$ cat config.mk
export PLATFORM = sky130hd
export DESIGN_NAME = mem_port_arbiter
export DESIGN_NICKNAME = d
export VERILOG_FILES = /design/src/rtl/cpu_mem_pkg.sv /design/src/rtl/arb_lat_counter.sv /design/src/rtl/mem_port_arbiter.sv
export SDC_FILE = /design/constraint.sdc
export NUM_CORES = 1
export LEC_CHECK = 0
export BUFFER_PORTS_ARGS = -buffer_cell sky130_fd_sc_hd__buf_2
export CAP_MARGIN = 20
export CORE_UTILIZATION = 35
export DETAILED_ROUTE_END_ITERATION = 7
export PLACE_DENSITY = 0.69
export SLEW_MARGIN = 20
export SYNTH_ARGS = -nofsm -noshare
export SYNTH_HDL_FRONTEND = slang
export SYNTH_SLANG_ARGS = --single-unit
$ cat constraint.sdc
create_clock -name clk -period 2.07 [get_ports clk]
set_input_delay 0.1035 -clock clk [delete_from_list [all_inputs] [get_ports clk]]
set_output_delay 0.1035 -clock clk [all_outputs]
set_load 0.01 [all_outputs]
$ cat src/rtl/cpu_mem_pkg.sv
// Shared types for the fetch/MEM-stage memory port arbiter.
package cpu_mem_pkg;

    // Arbiter sequencing states.
    typedef enum logic [2:0] {
        IDLE   = 3'd0,
        BUSY_D = 3'd1,
        BUSY_I = 3'd2,
        DONE_D = 3'd3,
        DONE_I = 3'd4
    } arb_state_t;

    // Which requester owned the most recent access.
    typedef enum logic {
        FETCH = 1'b0,
        DATA  = 1'b1
    } grant_t;

    // Cycles from the access strobe to captured read data.
    localparam int MEM_LAT_DEFAULT = 2;

endpackage

$ cat src/rtl/arb_lat_counter.sv
// Loadable down-counter that times one fixed-latency memory access.
// Loading sets it to MAX; it counts down to zero and then rests there.
// `last` is high while the count is 1, i.e. on the edge that ends the access.
module arb_lat_counter #(
    parameter int MAX = 2
) (
    input  logic clk,
    input  logic rst,
    input  logic load,
    output logic last
);

    localparam int W = $clog2(MAX + 1);

    logic [W-1:0] cnt;

    // Count register: load wins, otherwise count down while non-zero.
    always_ff @(posedge clk) begin
        if (rst) begin
            cnt <= '0;
        end else if (load) begin
            cnt <= W'(MAX);
        end else if (cnt != '0) begin
            cnt <= cnt - W'(1);
        end
    end

    assign last = (cnt == W'(1));

endmodule

$ cat src/rtl/mem_port_arbiter.sv
// Shares one single-port fixed-latency memory between instruction fetch and
// the MEM pipeline stage, and produces the pipeline stall.
//
// Handshake: a requester raises its request (if_req, or d_rmem/d_wmem) and
// holds it, with address/data stable, until its one-cycle valid pulse
// (if_valid / d_valid); the read data is valid in that same cycle. A request
// that drops while its access is in flight still completes and still pulses
// valid. Grants are only issued from IDLE, so a request held across the
// DONE cycle is treated as a new request one cycle later.
module mem_port_arbiter
    import cpu_mem_pkg::*;
#(
    parameter int ADDR_W  = 32,
    parameter int DATA_W  = 32,
    parameter int MEM_LAT = MEM_LAT_DEFAULT
) (
    input  logic              clk,
    input  logic              rst,
    input  logic              if_req,
    input  logic [ADDR_W-1:0] if_addr,
    output logic [DATA_W-1:0] if_rdata,
    output logic              if_valid,
    input  logic              d_rmem,
    input  logic              d_wmem,
    input  logic [ADDR_W-1:0] d_addr,
    input  logic [DATA_W-1:0] d_wdata,
    output logic [DATA_W-1:0] d_rdata,
    output logic              d_valid,
    output logic              stall,
    output logic              mem_en,
    output logic              mem_we,
    output logic [ADDR_W-1:0] mem_addr,
    output logic [DATA_W-1:0] mem_wdata,
    input  logic [DATA_W-1:0] mem_rdata,
    output logic [2:0]        dbg_state
);

    arb_state_t state, state_n;
    grant_t     last_grant;
    logic       d_req;
    logic       grant_d;
    logic       grant_i;
    logic       cnt_last;
    logic       op_store;

    // Both load and store set means store; the illegal combination is not rejected.
    assign d_req = d_rmem | d_wmem;

    arb_lat_counter #(
        .MAX (MEM_LAT)
    ) u_lat (
        .clk  (clk),
        .rst  (rst),
        .load (grant_d | grant_i),
        .last (cnt_last)
    );

    // State register.
    always_ff @(posedge clk) begin
        if (rst) begin
            state <= IDLE;
        end else begin
            state <= state_n;
        end
    end

    // Next state and grant decision; contention alternates against last_grant.
    always_comb begin
        state_n = state;
        grant_d = 1'b0;
        grant_i = 1'b0;
        case (state)
            IDLE: begin
                if (d_req && (!if_req || last_grant == FETCH)) begin
                    grant_d = 1'b1;
                    state_n = BUSY_D;
                end else if (if_req) begin
                    grant_i = 1'b1;
                    state_n = BUSY_I;
                end
            end
            BUSY_D:  if (cnt_last) state_n = DONE_D;
            BUSY_I:  if (cnt_last) state_n = DONE_I;
            DONE_D:  state_n = IDLE;
            DONE_I:  state_n = IDLE;
            default: state_n = IDLE;
        endcase
    end

    // Memory-side registers, grant history and read-data capture.
    always_ff @(posedge clk) begin
        if (rst) begin
            mem_en     <= 1'b0;
            mem_we     <= 1'b0;
            mem_addr   <= '0;
            mem_wdata  <= '0;
            d_rdata    <= '0;
            if_rdata   <= '0;
            op_store   <= 1'b0;
            last_grant <= FETCH;
        end else begin
            mem_en <= grant_d | grant_i;
            mem_we <= grant_d & d_wmem;
            if (grant_d) begin
                mem_addr   <= d_addr;
                mem_wdata  <= d_wdata;
                op_store   <= d_wmem;
                last_grant <= DATA;
            end else if (grant_i) begin
                mem_addr   <= if_addr;
                op_store   <= 1'b0;
                last_grant <= FETCH;
            end
            if (state == BUSY_D && cnt_last && !op_store) begin
                d_rdata <= mem_rdata;
            end
            if (state == BUSY_I && cnt_last) begin
                if_rdata <= mem_rdata;
            end
        end
    end

    assign d_valid   = (state == DONE_D);
    assign if_valid  = (state == DONE_I);
    assign stall     = d_req & (state != DONE_D);
    assign dbg_state = state;

endmodule

Word-level counts from Yosys, hierarchy flattened
Index checks and enable logic that the tools add are counted.
{"block": "word_totals", "in_bits": 133, "latchBits": 0, "ram_bits": 0, "mem_bits_ro": 0, "elab_cells": 56, "register_bits": 137, "memories": 0}
{"block": "op_classes", "mux": 17, "div_mod_pow": 0, "n_shift": 0, "magnitude_cmp": 0, "multipliers": 0, "reduce_logical": 13, "bitwise": 5, "eq_ne": 9, "n_addsub": 1}
{"cell": "$mux 32", "n": 2}
{"cell": "$mux 3", "n": 4}
{"cell": "$pmux 3 s3", "n": 1}
{"cell": "$mux 1", "n": 8}
{"cell": "$eq 3x2->1 const B", "n": 2}
{"cell": "$reduce_bool 2->1", "n": 3}
{"cell": "$logic_and 1x1->1", "n": 4}
{"cell": "$mux 2", "n": 2}
{"cell": "$ne 2x2->1 const B", "n": 2}
{"cell": "$eq 3x1->1 const B", "n": 1}
{"cell": "$eq 3x3->1 const B", "n": 1}
{"cell": "$logic_not 3->1", "n": 1}
{"cell": "$ne 3x2->1 const B", "n": 1}
{"cell": "$ne 3x3->1 const B", "n": 1}
{"cell": "$reduce_and 3->1", "n": 1}
{"cell": "$and 1x1->1", "n": 2}
{"cell": "$eq 2x1->1 const B", "n": 1}
{"cell": "$logic_not 1->1", "n": 2}
{"cell": "$or 1x1->1", "n": 2}
{"cell": "$reduce_or 2->1", "n": 1}
{"cell": "$sub 2x1->2 const B", "n": 1}
{"cell": "$logic_or 1x1->1", "n": 1}
{"cell": "$not 1->1", "n": 1}

Depth between registers and ports, before layout
{"block": "logic_depth", "depth_word": 7, "depth_mapped": 6}

By module
From an unflattened synthesis, not the netlist that was laid out.
{"block": "hier_totals", "cells_unflattened": 620, "hier_area_um2": 5398.9}
{"mod": "mem_port_arbiter", "area_each_um2": 5328.9, "seq_area_each_um2": 2702.6, "cells_each": 614, "instances": 1}
{"mod": "arb_lat_counter", "area_each_um2": 70.1, "seq_area_each_um2": 40.0, "cells_each": 6, "instances": 1}

Worst setup path before layout
No wires, ideal clock.
{"block": "synth_timing", "kind": "register to register", "startpoint": "register state[0] (netlist: dbg_state[0])", "endpoint": "register d_rdata[1]", "path_slack_ns": 0.473, "t_required_ns": 1.938, "arrival_time_ns": 1.464, "period_less_slack_ns": 1.597, "n_path_buf": 2, "path_stages_with_launch": 6, "cell_sequence": "dfxtp_1 > buf_4 > or4b_4 > clkbuf_1 > o21ai_0 > a21oi_1"}
{"block": "synth_between", "elab_chain_len": 3}
{"element": "from (decl)", "line": "mem_port_arbiter.sv:38", "rtl": "arb_state_t state, state_n;"}
{"element": "from (signal assigned)", "line": "mem_port_arbiter.sv:63", "rtl": "state <= state_n;"}
{"element": "$eq 3x1->1", "line": "mem_port_arbiter.sv:114", "rtl": "if (state == BUSY_D && cnt_last && !op_store) begin"}
{"element": "$logic_and 1x1->1 (2 in a row)", "line": "mem_port_arbiter.sv:114"}
{"element": "to (signal assigned)", "line": "mem_port_arbiter.sv:115", "rtl": "d_rdata <= mem_rdata;"}
{"element": "to (decl)", "line": "mem_port_arbiter.sv:27", "rtl": "output logic [DATA_W-1:0] d_rdata,"}
Every way passes these cells.
A chain may end at the register's enable or synchronous reset.

Worst setup path after layout
{"block": "layout_timing", "startpoint": "register state[2] (netlist: dbg_state[2])", "endpoint": "register d_rdata[9]"}
The elaborated chain is that of the path after synthesis.

==> summary.md <==
| Metric | Value |
|---|---|
| Routed vias/inst | `5.32` |
| Final Max Slew Viols | `0` |
| PD cells | `831 mW/mm2` |
| Total gr overflow | `0` |
| Unique masters post-synth | `33` |
| Worst VDD drop | `0.601 mV` |
| Top delay family on crit path | `simple AND/OR/NAND/NOR gates` |
| Largest net degree at the start of global routing | `62` |
| First-pass GRT wire length | `30.5 mm` |
| Crit path largest cell delay | `0.79 ns` |
| Final non-filler cell total | `1146` |
| Mapped Cells | `596` |
| Most used flip-flop cell after synthesis | `dfxtp_1` |
| Clock period minus worst slack | `1.77 ns` |
| DRT Pass-1 Iters | `8` |
| Final Hold Vio Count | `0` |
| CP startpoint kind | `flop` |
| Worst setup EP type | `flop` |
| Mapped Area | `0.00535 mm2` |
| Clk buf depth | `2` |
| Filler cells | `1291` |
| P_leak | `3.87 nW` |
| Status | `finished with violations` |
| Worst setup path category | `reg2reg` |
| Tightest slew margin relative to the limit | `56.0%` |
| I/O pins | `269` |
| Final GP Congestion | `0.760` |
| Mapped Nets | `729` |
| FMAX | `566 MHz` |
| Worst Path Arrival | `2.04 ns` |
| Initial cell density of the core | `36.4%` |
| Placeable Area | `0.0147 mm2` |
| Area after DPL | `0.00686 mm2` |
| Worst clock skew | `0.00665 ns` |
| Root buffer cell | `clkbuf_16` |
| Final instance area | `0.00854 mm2` |
| # diodes | `0` |
| CTS Hold Buffers Added | `113` |
| Sequential element share of the synthesized area | `51.3%` |
| H-Tree Depth | `4` |
| Max-Cap Viols | `0` |
| Worst-skew pair later-pin latency | `0.41 ns` |
| Initial antenna violation count | `0` |
| Die Height | `126 um` |
| CP Buf/Inv Count | `0` |
| CP required | `2.34 ns` |
| Layout cells sized above 1 | `34.0%` |
| Number of global-route vias before repair | `5960` |
| Dpl hpwl | `11.3 mm` |
| Resized Gates After CTS | `0` |
| Period utilization | `85.4%` |
| Worst-Margin Slew | `0.661 ns` |
| RSZ-0062 raised after global routing | `no` |
| Syn Area/Cell | `8.97 um2` |
| Seq cells post-synth | `137` |
| Crit path max fanout | `32` |
| Area delta synth->final | `59.7%` |
| Failing checks | `DRC` |
| Slowest CP cell | `or4b_4` |
| DIE WIDTH | `126 um` |
| Clk sinks | `137` |
| Gr usage total | `24.3%` |
| CTS Buf Count | `17` |
| Setup_tns | `0 ns` |
| Routed wire length | `19.2 mm` |
| Post-synth ARST share | `0%` |
| CTS tree | `yes` |
| Die area | `0.0158 mm2` |
| Yosys warns | `0` |
| Inst Count DP | `1002` |
| Antenna Violating Nets Remaining | `0` |
| Hold Crit Class | `in2reg` |
| Std cell rows | `44` |
| Final nets | `1084` |
| Postcts setup bufs | `0` |
| Initial drt markers | `491` |
| Number of synthesized flops with an enable pin | `0` |
| Count of final setup violators | `0` |
| Mean routed wirelength per cell | `16.8 um` |
| Vias | `6098` |
| Buffers added on ports | `268` |
| CP cell instances | `or4b_4, o21ai_0, a21oi_1` |
| Clock transition at path regs | `0.06 ns` |
| # DRC | `20` |
-- cells in the final DEF, fill, tap and decap left out, drive strengths merged, types with 2 or more instances in the layout --
cell,count
dlygate4sd3,114
nand3b,32
a21oi,100
or3,2
a221o,32
buf,290
clkbuf,22
nor4,2
and3,33
nand3,65
clkinvlp,2
nor3,5
nand2,3
dfxtp,137
o21ai,99
clkinv,5
nor2,5
-- flip-flops by register name, indices dropped and copies added, names as in the netlist --
name	cells
d_rdata	32
dbg_state	3
if_rdata	32
last_grant	1
mem_addr	32
mem_en	1
mem_wdata	32
mem_we	1
op_store	1
u_lat.cnt	2
-- layer usage --
metal / vias to the layer above / share of wire (%) / track usage, %
li1: 2911 / - / -
met1: 2853 / 41 / 28.9
met2: 300 / 49 / 40.8
met3: 34 / 8.3 / 8.33
met4: 0 / 2.1 / 8.39
met5: - / 0 / 0
-- where the power goes --
group	leakage (nW)	switching [mW]	internal [mW]	total, mW
sequential	1.12	0.121	2.83	2.95
combinational	2.49	0.736	0.624	1.36
clock	0.262	1.10	1.69	2.79
total	3.87	1.96	5.14	7.10
-- cell families after synthesis --
| family | Yosys count | share of synthesized area, % |
|---|---|---|
| mux | 1 | 0.211 |
| compound gates | 235 | 25.4 |
| buf+inv | 69 | 5.38 |
| flops | 137 | 51.3 |
| simple gates | 154 | 17.8 |
-- final timing paths --
| path | startpoint | to | slack, ns | cells past startpoint |
|---|---|---|---|---|
| setup / recovery | dbg_state[2]$_SDFFE_PP0P_ | d_rdata[9]$_SDFFE_PP0P_ | 0.30 | 3 |
| hold reg to reg | if_rdata[28]$_SDFFE_PP0P_ | if_rdata[28]$_SDFFE_PP0P_ | 0.47 | 2 |
| setup reg to reg | dbg_state[2]$_SDFFE_PP0P_ | d_rdata[9]$_SDFFE_PP0P_ | 0.30 | 3 |
| hold / removal | d_addr[8] | mem_addr[8]$_SDFFE_PP0P_ | 0.03 | 3 |
-- cell usage after synthesis (2+ instances only) --
library cell	instances	area, um2
dfxtp_1	137	2740
a21oi_1	99	495
o21ai_0	92	460
nand3_1	65	325
clkbuf_1	48	180
and3_1	33	206
a221o_1	32	320
nand3b_1	32	240
buf_2	17	85.1
o21ai_1	7	35.0
nor2_1	5	18.8
nor3_1	4	20.0
nand2_1	3	11.3
buf_4	2	15.0
or3_1	2	12.5
-- through the flow --
step	setup slack [ns]	power, mW	utilization (%)	hold WS (ns)
6_report	0.302	7.10	58.1	0.0252
5_1_grt	0.185	7.42	58.1	0.0181
4_1_cts	0.311	7.13	58.0	0.00113
3_5_place_dp	0.322	4.16	46.7	0.329
3_3_place_gp	0.375	4.15	46.7	0.326
2_1_floorplan	0.473	3.64	-	0.241
-- cell type report --
| type | instances | area, um2 | area share [%] |
|---|---|---|---|
| Multi-Input combinational cell | 390 | 2360 | 27.6 |
| Clock buffer | 22 | 464 | 5.44 |
| Clock inverter | 8 | 73.8 | 0.864 |
| Tap cell | 184 | 230 | 2.70 |
| Timing Repair Buffer | 404 | 2660 | 31.2 |
| Inverter | 1 | 3.75 | 0.0440 |
| Sequential cell | 137 | 2740 | 32.1 |
-- worst register-to-register path, cell delays in order, from the launching register on --
cell and delay, ns:
dfxtp_1 0.48, or4b_4 0.79, o21ai_0 0.27, a21oi_1 0.09
Power figures use the tool's default switching activity.
